==> src/rtl/sobel_edge_top.sv <==
// Sobel edge magnitude over a raster image streamed from a source RAM.
// Ports: clk/rst/start control, RAM read request/response, RAM write, done pulse.
module sobel_edge_top #(
  parameter int IMG_W  = 256,
  parameter int IMG_H  = 256,
  parameter int ADDR_W = 16
) (
  input  logic              clk,
  input  logic              rst,
  input  logic              start,
  output logic              ram_rd_valid_o,
  output logic [ADDR_W-1:0] ram_rd_addr_o,
  input  logic              ram_valid_in,
  input  logic [7:0]        ram_data_in,
  output logic              ram_wr_valid_o,
  output logic [ADDR_W-1:0] ram_wr_addr_o,
  output logic [7:0]        ram_wr_data_o,
  output logic              done
);
  localparam int NPIX = IMG_W * IMG_H;
  localparam int XW = $clog2(IMG_W);
  localparam logic [ADDR_W-1:0] LAST_A = ADDR_W'(NPIX - 1);
  localparam logic [ADDR_W-1:0] LAG_A  = ADDR_W'(IMG_W + 1);
  localparam logic [ADDR_W-1:0] FL_A0  = ADDR_W'(NPIX - IMG_W - 1);
  localparam logic [ADDR_W-1:0] ROW_L  = ADDR_W'(IMG_H - 1);
  localparam logic [XW-1:0]     COL_L  = XW'(IMG_W - 1);

  typedef enum logic [1:0] {S_IDLE, S_READ, S_FLUSH, S_FIN} state_t;

  state_t            r_state;
  logic              r_rd_valid;
  logic [ADDR_W-1:0] r_rd_addr;
  logic [ADDR_W-1:0] r_in_cnt;
  logic [ADDR_W-1:0] r_fl_addr;
  logic              r_s1_vld;
  logic [ADDR_W-1:0] r_s1_addr;
  logic              r_s1_bdr;
  logic              r_wr_valid;
  logic [ADDR_W-1:0] r_wr_addr;
  logic [7:0]        r_wr_data;
  logic              r_done;

  logic [7:0] r_lb0 [IMG_W];
  logic [7:0] r_lb1 [IMG_W];
  // [row][col]; row 0 is the oldest line, col 2 the newest column
  logic [7:0] r_win [3][3];

  logic              w_take;
  logic [XW-1:0]     w_col;
  logic [ADDR_W-1:0] w_c;
  logic [ADDR_W-1:0] w_crow;
  logic [XW-1:0]     w_ccol;
  logic              w_bdr;
  logic signed [10:0] w_gx;
  logic signed [10:0] w_gy;
  logic [10:0]       w_ax;
  logic [10:0]       w_ay;
  logic [10:0]       w_mag;
  logic [7:0]        w_pix;

  function automatic logic signed [10:0] px(input logic [7:0] v);
    return signed'({3'b000, v});
  endfunction

  assign w_take = (r_state == S_READ) && ram_valid_in;
  assign w_col  = r_in_cnt[XW-1:0];
  // center pixel trails the arriving one by one line plus one pixel
  assign w_c    = r_in_cnt - LAG_A;
  assign w_crow = w_c >> XW;
  assign w_ccol = w_c[XW-1:0];
  assign w_bdr  = (w_crow == '0) || (w_crow == ROW_L) ||
                  (w_ccol == '0) || (w_ccol == COL_L);

  assign w_gx = (px(r_win[0][2]) + (px(r_win[1][2]) <<< 1) + px(r_win[2][2]))
              - (px(r_win[0][0]) + (px(r_win[1][0]) <<< 1) + px(r_win[2][0]));
  assign w_gy = (px(r_win[2][0]) + (px(r_win[2][1]) <<< 1) + px(r_win[2][2]))
              - (px(r_win[0][0]) + (px(r_win[0][1]) <<< 1) + px(r_win[0][2]));
  assign w_ax  = w_gx[10] ? $unsigned(-w_gx) : $unsigned(w_gx);
  assign w_ay  = w_gy[10] ? $unsigned(-w_gy) : $unsigned(w_gy);
  assign w_mag = w_ax + w_ay;
  assign w_pix = (w_mag > 11'd255) ? 8'hFF : w_mag[7:0];

  always_ff @(posedge clk) begin
    if (w_take) begin
      r_lb1[w_col] <= r_lb0[w_col];
      r_lb0[w_col] <= ram_data_in;
    end
  end

  always_ff @(posedge clk or posedge rst) begin
    if (rst) begin
      r_state    <= S_IDLE;
      r_rd_valid <= 1'b0;
      r_rd_addr  <= '0;
      r_in_cnt   <= '0;
      r_fl_addr  <= '0;
      r_s1_vld   <= 1'b0;
      r_s1_addr  <= '0;
      r_s1_bdr   <= 1'b0;
      r_wr_valid <= 1'b0;
      r_wr_addr  <= '0;
      r_wr_data  <= '0;
      r_done     <= 1'b0;
      for (int r = 0; r < 3; r++)
        for (int c = 0; c < 3; c++)
          r_win[r][c] <= '0;
    end else begin
      r_done     <= 1'b0;
      r_s1_vld   <= 1'b0;
      r_wr_valid <= r_s1_vld;
      if (r_s1_vld) begin
        r_wr_addr <= r_s1_addr;
        r_wr_data <= r_s1_bdr ? 8'd0 : w_pix;
      end
      if (w_take) begin
        for (int r = 0; r < 3; r++) begin
          r_win[r][0] <= r_win[r][1];
          r_win[r][1] <= r_win[r][2];
        end
        r_win[0][2] <= r_lb1[w_col];
        r_win[1][2] <= r_lb0[w_col];
        r_win[2][2] <= ram_data_in;
        r_in_cnt <= (r_in_cnt == LAST_A) ? '0 : r_in_cnt + 1'b1;
        if (r_in_cnt >= LAG_A) begin
          r_s1_vld  <= 1'b1;
          r_s1_addr <= w_c;
          r_s1_bdr  <= w_bdr;
        end
      end
      unique case (r_state)
        S_IDLE: begin
          if (start) begin
            r_state    <= S_READ;
            r_rd_valid <= 1'b1;
            r_rd_addr  <= '0;
          end
        end
        S_READ: begin
          if (r_rd_valid) begin
            if (r_rd_addr == LAST_A) r_rd_valid <= 1'b0;
            else r_rd_addr <= r_rd_addr + 1'b1;
          end
          if (w_take && (r_in_cnt == LAST_A)) begin
            r_state   <= S_FLUSH;
            r_fl_addr <= FL_A0;
          end
        end
        S_FLUSH: begin
          // tail addresses ride the same pipe, forced to zero
          r_s1_vld  <= 1'b1;
          r_s1_addr <= r_fl_addr;
          r_s1_bdr  <= 1'b1;
          r_fl_addr <= r_fl_addr + 1'b1;
          if (r_fl_addr == LAST_A) r_state <= S_FIN;
        end
        S_FIN: begin
          if (!r_s1_vld) begin
            r_done  <= 1'b1;
            r_state <= S_IDLE;
          end
        end
        default: r_state <= S_IDLE;
      endcase
    end
  end

  assign ram_rd_valid_o = r_rd_valid;
  assign ram_rd_addr_o  = r_rd_addr;
  assign ram_wr_valid_o = r_wr_valid;
  assign ram_wr_addr_o  = r_wr_addr;
  assign ram_wr_data_o  = r_wr_data;
  assign done           = r_done;
endmodule

==> config.mk <==
export PLATFORM = sky130hd
export DESIGN_NAME = sobel_edge_top
export DESIGN_NICKNAME = d
export VERILOG_FILES = /design/src/rtl/sobel_edge_top.sv
export SDC_FILE = /design/constraint.sdc
export NUM_CORES = 2
export LEC_CHECK = 0
export ABC_CLOCK_PERIOD_IN_PS = 20800
export BUFFER_PORTS_ARGS = -buffer_cell sky130_fd_sc_hd__buf_2
export CAP_MARGIN = 40
export CORE_MARGIN = 5
export CORE_UTILIZATION = 50
export DETAILED_ROUTE_END_ITERATION = 8
export GPL_TIMING_DRIVEN = 0
export PLACE_DENSITY = 0.65
export SYNTH_ARGS = -nofsm -noshare
export SYNTH_HDL_FRONTEND = slang
export SYNTH_SLANG_ARGS = --single-unit
==> constraint.sdc <==
create_clock -name clk -period 20.8 [get_ports clk]
set_input_delay 1.04 -clock clk [delete_from_list [all_inputs] [get_ports clk]]
set_output_delay 1.04 -clock clk [all_outputs]
set_load 0.03 [all_outputs]
==> metrics <==
synth unique cells slightly above 60; Async S/R FF share, synth under 10%; Via density approximately 7.2; sequential area share after synthesis about three quarters; kind of critical path flop to flop; die width 588 um; largest net degree at the start of global routing 168; RSZ-0062 raised after global routing false; I/O pins 55; worst setup margin 13370 ps; grt total ovfl 0; TritonCTS clock tree yes; Std-Cell Rows around 210; Avg Synthesized Cell Area ~23 um^2; CTS root buf clkbuf_16; Reg2Reg Setup Slack between 10000 and 15000 ps; post-CTS resize count 0; Routed WL 690 mm; Final Setup Violations 0; GPL Wtd Cong slightly above 1; Syn Nets between 7000 and 8000; Placement Cell Area 185000 um^2; Crit path arrival time just over 8000 ps; HP Class primary input to asynchronous set/reset pin; WL/cell roughly 52 um; fillers 22800; Synth Area in Adders roughly 1.1%; Yosys warning total 0; crit path max fanout 14; Crit path largest cell delay 740 ps; failing checks design-rule violations; Synth Area in Compound Gates approximately 1.2%; GRT Total Usage 39.6%; Worst Tran Pin Value 1170 ps; Die H 588 um; setup tns final 0 ps; nets@finish roughly 8600; CTS sink cnt between 4000 and 5000; dominant synthesized flop cell edfxtp_1; Finished Layout Cells 13300; simple-gate area share of the yosys netlist around 2.0%; largest family of logic cells by synthesized area multiplexers; synthesized flop and latch total about 4300; Core Footprint roughly 330000 um^2; min Tclk post-route about 7400 ps; htree depth 5; RR Startpoint r_in_cnt[0]$_DFFE_PP0P_; Synth-to-Final Area Change 19.4%; Detailed Place HPWL a little over 500 mm; cell mode on critical path buf_4; Mapped Area 167000 um^2; number of DRC markers in iteration 0 slightly below 20000; Initial DRT Pass Iterations 9; hold_buf cts 0; fraction of layout cells with a size suffix above 1 between 30% and 40%; final instance area roughly 200000 um^2; final hold viol count 0; Final Skew between 60 and 70 ps; Remaining DRCs 1; Rel. slew slack 21.7%; Die Footprint 345000 um^2; Reg-to-Reg End r_lb1[189][0]$_DFFE_PP_; vias in the first global route about 88000; fraction of synthesized area in multiplexers approximately 18%; initial antenna violation count 86; CP top delay family buffers and inverters; commonest cells after routing, fill and taps aside edfxtp_1, mux4_2, clkbuf_16, buf_8, nor2_2; Worst path slowest cell buf_2; Initial Utilization about half; cells on worst reg2reg path 20; max_cap viols 0; Worst Setup End Kind flop; Port Buffers 54; clock edge transition at the registers on the reported setup and hold paths ~70 ps; most common cell after layout, fill and taps aside edfxtp_1; Post-Synth XOR/XNOR Area 0.410%; number of flops mapped to enable cells by yosys 4096; placed cells 12500; crit-path cells buf_4 -> buf_2 -> buf_2 -> buf_12 -> mux4_2 -> mux4_2 -> a22oi_1 -> nand3_1 -> nor3_1 -> o211ai_1 -> buf_6 -> buf_4 -> buf_4 -> buf_4 -> buf_4 -> buf_4 -> buf_4 -> buf_4 -> buf_4 -> buf_4; post-route ant nets 0; Post CTS Setup Buffer Count 0; CTS buffer count roughly 430; first-pass GRT wire length roughly 880 mm; fin. max-slew vios 0; Worst Path Required around 22000 ps; WP buf/inv 14; Peak Freq 135 MHz; Final period util 35.7%; CP Launch Type flop; setup slack at placement about 14000 ps; DR vias about 96000; cells after synthesis 7395; status complete, but fails checks; CTS max path bufs 4; clock latency on the worst-skew pair around 1000 ps
Yosys cell counts, types with 11 or more instances:
cell	number	area [um^2]
a21o_1	11	82.6
a21oi_1	36	180
a22oi_1	54	405
a31oi_1	12	75.1
and3_1	20	125
buf_1	40	150
buf_2	113	566
buf_4	20	150
buf_6	12	135
clkbuf_1	208	781
dfrtp_1	167	4180
edfxtp_1	4096	123000
fa_1	63	1260
ha_1	48	601
inv_1	141	529
mux2_2	21	236
mux2i_1	21	210
mux4_2	1289	29000
nand2_1	223	837
nand3_1	76	380
nand4_1	28	175
nor2_1	351	1320
nor2b_1	13	81.3
nor3_1	20	100
o21ai_0	101	505
xnor2_1	43	377
xor2_1	35	307
worst max path at each step:
stage	startpoint	endpoint	slack (ps)	cells after the start
floorplan	r_in_cnt[1]$_DFFE_PP0P_	r_lb1[0][5]$_DFFE_PP_	6180	7
global placement	r_in_cnt[1]$_DFFE_PP0P_	r_lb1[170][5]$_DFFE_PP_	-8370	7
detailed placement	r_in_cnt[0]$_DFFE_PP0P_	r_lb1[189][0]$_DFFE_PP_	13730	20
CTS	r_in_cnt[0]$_DFFE_PP0P_	r_lb1[182][0]$_DFFE_PP_	13730	20
global route	r_in_cnt[0]$_DFFE_PP0P_	r_lb1[182][0]$_DFFE_PP_	13440	20
finish	r_in_cnt[0]$_DFFE_PP0P_	r_lb1[189][0]$_DFFE_PP_	13370	20
sequential cells by signal, summed over array words and instances, names as in the netlist:
signal and count:
ram_wr_valid_o 1, r_s1_addr 16, done 1, r_s1_vld 1, ram_rd_valid_o 1, r_in_cnt 16
r_lb0 2048, ram_wr_data_o 8, r_win 72, r_fl_addr 16, r_state 2, ram_rd_addr_o 16
ram_wr_addr_o 16, r_lb1 2048, r_s1_bdr 1
metal layers:
metal  track usage [%]  vias to the layer above  share of wire [%]  routed length (um)
met3              21.9                     2231                 18              123000
met5              1.41                        -               0.23                1590
met2              53.3                    10000                 41              284000
met4              30.8                       66                9.8               67900
li1                  -                    33400                  -                   -
met1              47.1                    50600                 31              213000
cells by family after synthesis:
logic type | count (synthesis)
compound gates | 301
mux | 1331
buf+inv | 534
xor+xnor | 78
simple gates | 777
flops | 4263
fa+ha+maj | 111
cell type report:
type | count | area, um^2 | share of cell area, %
multi-input combinational | 2598 | 38200 | 19.2
antenna | 79 | 198 | 0.0992
clock buffer | 532 | 11400 | 5.71
buffer | 393 | 1980 | 0.994
timing repair buffer | 686 | 11700 | 5.86
sequential | 4263 | 127000 | 63.8
inverter | 141 | 537 | 0.269
clock inverter | 255 | 2580 | 1.29
tap | 4387 | 5490 | 2.76
metrics by stage:
stage / hold WS (ps) / util, %
after floorplan: 370 / -
after global placement: 394 / 51.8
after detailed placement: 421 / 55.5
after CTS: 147 / 59.7
after global routing: 187 / 59.8
final: 126 / 59.8
Power is left out: the tool's default activity adds up to more than one toggle a clock period on the data nets, which glitch-free logic cannot reach.
